===== src/rtl/ahb3lite_mem_slave.sv =====
// AHB3-Lite memory slave: decodes one address window, inserts WAIT_STATES per
// transfer, and drives an asynchronous-read / strobed-write memory port.
module ahb3lite_mem_slave #(
  parameter int          WAIT_STATES = 0,
  parameter logic [31:0] ADDR_BASE   = 32'h0000_0000,
  parameter logic [31:0] ADDR_SIZE   = 32'h0000_1000
) (
  input  logic        HCLK,
  input  logic        HRESETn,
  input  logic        HSEL,
  input  logic [31:0] HADDR,
  input  logic        HWRITE,
  input  logic [2:0]  HSIZE,
  input  logic [2:0]  HBURST,
  input  logic [1:0]  HTRANS,
  input  logic [31:0] HWDATA,
  input  logic        HREADY,
  output logic        HREADYOUT,
  output logic        HRESP,
  output logic [31:0] HRDATA,
  output logic [31:0] mem_WR_addr,
  output logic        mem_write_flag,
  output logic [31:0] HWDATA_toMem,
  output logic [3:0]  mem_byte_en,
  output logic [31:0] mem_RD_addr,
  input  logic [31:0] mem_RDATA
);

  typedef enum logic [1:0] {S_IDLE, S_DATA, S_ERR1, S_ERR2} state_t;

  state_t      r_state, w_nxt;
  logic [2:0]  r_cnt;
  logic [31:0] r_off;
  logic [1:0]  r_size;
  logic        r_write;

  logic [31:0] w_off;
  logic        w_req, w_open, w_accept, w_misal, w_oor, w_err, w_last;
  logic [3:0]  w_ben;
  logic        w_unused;

  assign w_unused = ^HBURST;

  assign w_off    = HADDR - ADDR_BASE;
  assign w_req    = HSEL & HREADY & HTRANS[1];
  assign w_last   = (r_state == S_DATA) && (r_cnt == 3'd0);
  // ERR1 and wait cycles never take a new address phase
  assign w_open   = (r_state == S_IDLE) || (r_state == S_ERR2) || w_last;
  assign w_accept = w_req & w_open;
  assign w_misal  = ((HSIZE == 3'b001) & HADDR[0]) | ((HSIZE == 3'b010) & (|HADDR[1:0]));
  assign w_oor    = (HADDR < ADDR_BASE) | (w_off >= ADDR_SIZE);
  assign w_err    = (HSIZE > 3'b010) | w_misal | w_oor;

  always_ff @(posedge HCLK) begin
    if (!HRESETn) r_state <= S_IDLE;
    else          r_state <= w_nxt;
  end

  always_comb begin
    w_nxt = r_state;
    case (r_state)
      S_IDLE: w_nxt = S_IDLE;
      S_DATA: w_nxt = (r_cnt != 3'd0) ? S_DATA : S_IDLE;
      S_ERR1: w_nxt = S_ERR2;
      S_ERR2: w_nxt = S_IDLE;
      default: w_nxt = S_IDLE;
    endcase
    if (w_accept) w_nxt = w_err ? S_ERR1 : S_DATA;
  end

  always_ff @(posedge HCLK) begin
    if (!HRESETn) begin
      r_cnt   <= 3'd0;
      r_off   <= 32'h0;
      r_size  <= 2'd0;
      r_write <= 1'b0;
    end else begin
      if (w_accept && !w_err) begin
        r_cnt   <= 3'(WAIT_STATES);
        r_off   <= w_off;
        r_size  <= HSIZE[1:0];
        r_write <= HWRITE;
      end else if (r_state == S_DATA && r_cnt != 3'd0) begin
        r_cnt <= r_cnt - 3'd1;
      end
    end
  end

  always_comb begin
    case (r_size)
      2'd0:    w_ben = 4'b0001 << r_off[1:0];
      2'd1:    w_ben = 4'b0011 << r_off[1:0];
      default: w_ben = 4'b1111;
    endcase
  end

  always_comb begin
    HREADYOUT      = 1'b1;
    HRESP          = 1'b0;
    mem_write_flag = 1'b0;
    HWDATA_toMem   = 32'h0;
    mem_byte_en    = 4'b0000;
    HRDATA         = 32'h0;
    mem_WR_addr    = {r_off[31:2], 2'b00};
    mem_RD_addr    = {r_off[31:2], 2'b00};
    case (r_state)
      S_DATA: begin
        HREADYOUT = (r_cnt == 3'd0);
        if (w_last && r_write) begin
          mem_write_flag = 1'b1;
          HWDATA_toMem   = HWDATA;
          mem_byte_en    = w_ben;
        end
        if (w_last && !r_write) HRDATA = mem_RDATA;
      end
      S_ERR1: begin
        HREADYOUT = 1'b0;
        HRESP     = 1'b1;
      end
      S_ERR2: HRESP = 1'b1;
      default: ;
    endcase
  end

endmodule


===== config.mk =====
export PLATFORM = sky130hd
export DESIGN_NAME = ahb3lite_mem_slave
export DESIGN_NICKNAME = d
export VERILOG_FILES = /design/src/rtl/ahb3lite_mem_slave.sv
export SDC_FILE = /design/constraint.sdc
export NUM_CORES = 1
export LEC_CHECK = 0
export CAP_MARGIN = 20
export CORE_MARGIN = 1.5
export CORE_UTILIZATION = 31
export CTS_CLUSTER_DIAMETER = 120
export DETAILED_ROUTE_END_ITERATION = 8
export PLACE_DENSITY = 0.82
export SYNTH_ARGS = -nofsm -noshare
export SYNTH_HDL_FRONTEND = slang
export SYNTH_SLANG_ARGS = --single-unit

===== constraint.sdc =====
create_clock -name HCLK -period 2.7 [get_ports HCLK]
set_input_delay 0.54 -clock HCLK [delete_from_list [all_inputs] [get_ports HCLK]]
set_output_delay 0.54 -clock HCLK [all_outputs]
set_load 0.1 [all_outputs]

==> flow_summary.ini <==
[status]
status = completed

[clock_network]
hold_buffers = 0
cts.sinks = 40
cts_made_buffers = 5
worstSkewPairLatency_ns = 0.29
clk_pin_slew_ns = 0.08
cts_resized = 0
htreeDepth = 2
cts_root_buf = clkbuf_8
cts_buffer_depth = 2
post_cts_buffers = 0
cts_tree = done

[logic_synthesis]
avgSynthCellArea_um2 = 8.28
synth-xor-area-share_pct = 0.339
synth_compound_area_share_pct = 3.15
synth_enable_flop_cells = 0
syn_inst = 312
async_flop_share_pct = 0
yosys.area_share.simple_pct = 31.9
synth_area_mm2 = 0.00258
synth-seq-cells = 40
yosysSeqAreaShare_pct = 31.0
synthTopCellsByCount = buf_4, and3_1, dfxtp_1, and2_1, nand2_1
synthFlopType = dfxtp_1
synth_top_family_by_area = simple AND/OR/NAND/NOR gates
yosys.area.top_type_share_pct = 31.0
synthMuxAreaShare_pct = 6.59
synth_area_leader_cell = dfxtp_1
yosysMostFrequentCell = buf_4
synthDistinctLibCells = 31
yosys-top-cells-area = dfxtp_1, buf_4, and3_1, and2_1, mux2i_1
yosysWarnings = 0
yosys.area_share.adder_pct = 2.42

[power_and_ir_drop]
combPwrFrac_pct = 28.9
vdd_ir_drop_max_mv = 0.268
switchingPower_uw = 445
power.share.switching_pct = 29.3
clockPowerShare_pct = 32.1
leakage_uw = 0.00249
power.density_mw_per_mm2 = 295
seqPwrFrac_pct = 39.0
cell_internal_pwr_uw = 1080

[layout]
multi_input_area_mm2 = 0.00116
drive_gt1_share_pct = 30.8
layout.nets = 591
fin_util_pct = 63.4
diodes = 0
regArea_um2 = 801
final-instance-count-excl-fill = 583
area_growth_pct = 99.7
fill_cells = 650

[drt]
met1_length_mm = 2.78
first_pass_iters = 4
route.antenna.remaining_nets = 0
drt_wl_total_mm = 8.68
drt_iter0_markers = 72
routed_via_density = 4.46
drcViolationCount = 0
wl_met3_um = 841
top_layer = met4
dr_wl_met2_mm = 5.00
wl_per_cell_um = 14.9
vias = 2599

[sta]
tns_ns = 0
finalClockSkew_ns = 0.00531
fmaxAchievable_mhz = 401
finalCritPeriodShare_pct = 92.5
post-route-min-period_ns = 2.50
hold_violations = 0
grt_setup_unrepaired = no
slew_violations = 0
final-setup-viol-count = 0
hold_slack_ns = 0.488

[worst_hold_path]
worst_hold_path.num_cells = 2
hold_class = register to register
hold_end = r_off[11]$_SDFFE_PN0P_
hp-start = r_off[11]$_SDFFE_PN0P_

[run]
maxCapViolCount = 0

[global_route]
grt_use_total_pct = 18.3
grt_pass1_wl_mm = 12.6
grt_pass1_vias = 2396
grt_overflow = 0
grt_max_degree = 56
antenna_found_initial = 0

[floorplan]
rows = 33
dieArea_mm2 = 0.00889
die_y_um = 94.3
pin_count = 244
die_x_um = 94.3
start_util_pct = 31.7
core_area_mm2 = 0.00813

[setup_path]
regToRegSetupSlack_ns = 0.49
crit_fanout = 23
end_kind = output port
cp.arrival_ns = 1.96
cp_data_required_time_ns = 2.16
reg2reg_depth = 7
r2r_start = r_cnt[0]$_SDFFE_PP0P_
path_cells = inv_1 > ha_1 > and3b_2 > buf_4 > and3_1 > buf_12
worstSetupPathType = register to output port
cp_slowest_cell = dfxtp_1
start_kind = register
slowest_delay_ns = 0.33
r2r_end = r_off[18]$_SDFFE_PN0P_

[placed_design]
dpl.hpwl_mm = 7.32
routabilityCongestion = 0.727
placed_cells = 575
portBuffers = 235
## worst max path at each step
stage,startpoint,end,slack (ns),cells past startpoint
after floorplan,r_cnt[0]$_SDFFE_PP0P_,mem_byte_en[0],-0.08,7
after global placement,HADDR[28],r_off[24]$_SDFFE_PN0P_,0.18,6
after detailed placement,HADDR[28],r_off[23]$_SDFFE_PN0P_,0.16,6
after CTS,r_cnt[0]$_SDFFE_PP0P_,mem_byte_en[2],0.08,6
after global routing,r_cnt[0]$_SDFFE_PP0P_,mem_byte_en[1],0.07,6
final,r_cnt[0]$_SDFFE_PP0P_,HWDATA_toMem[21],0.20,6
## cell type report
cell class	instances	area share [%]
clock buffers	5	1.33
multi-input cells	184	22.5
repair buffers	241	56.9
flip-flops and latches	40	15.5
well taps	105	2.55
inverters	5	0.364
clock inverters	3	0.825
## kinds of logic after synthesis
group,Yosys count
muxes,17
and+or+nand+nor,145
buffers and inverters,91
other,1
AOI/OAI and AO/OA,12
DFF,40
xor gates and xnor gates,1
adders and majority gates,5
## power by group through the flow
stage	combinational [uW]	clock [uW]	sequential [uW]
after floorplan	208	0	606
after global placement	436	0	606
after detailed placement	441	0	606
after CTS	442	502	592
after global routing	460	531	593
final	439	489	592
## layer usage
layer / track usage [%] / vias up
li1: - / 1287
met4: 3.36 / 0
met3: 5.83 / 5
met2: 37.9 / 122
met1: 17.2 / 1185
met5: 0 / -
## critical path, delay by kind of cell, from the launching register on
| kind | cells | cell delay (ns) |
|---|---|---|
| adders and majority gates | 1 | 0.21 |
| buffers and inverters | 3 | 0.53 |
| DFF | 1 | 0.33 |
| and+or+nand+nor | 2 | 0.59 |
## metrics by stage
stage               instance area, um2  worst slack (ns)  power (uW)
detailed placement                5040             0.162        1050
global route                      5160            0.0691        1580
floorplan                         2590           -0.0794         814
global placement                  5040             0.180        1040
finish                            5160             0.204        1520
CTS                               5160            0.0806        1540
## flip-flops by register name (all words and copies together), names as in the netlist
signal and flops:
r_state 2, r_size 2, r_write 1, r_cnt 3, r_off 32
## cell usage in the layout (no fill, tap or decap), types with 2 or more instances in the layout
| cell | instances |
|---|---|
| clkdlybuf4s50_1 | 104 |
| buf_12 | 69 |
| buf_4 | 68 |
| and3_1 | 55 |
| dfxtp_1 | 40 |
| and2_1 | 33 |
| nand2_1 | 32 |
| mux2i_1 | 17 |
| nor2_1 | 6 |
| nor4_1 | 6 |
| inv_1 | 5 |
| ha_1 | 5 |
| clkbuf_8 | 5 |
| o21a_1 | 4 |
| conb_1 | 4 |
| o21ai_0 | 3 |
| nor3_1 | 2 |
| nand4_1 | 2 |
Note: power is estimated with default switching activity, not from simulation.
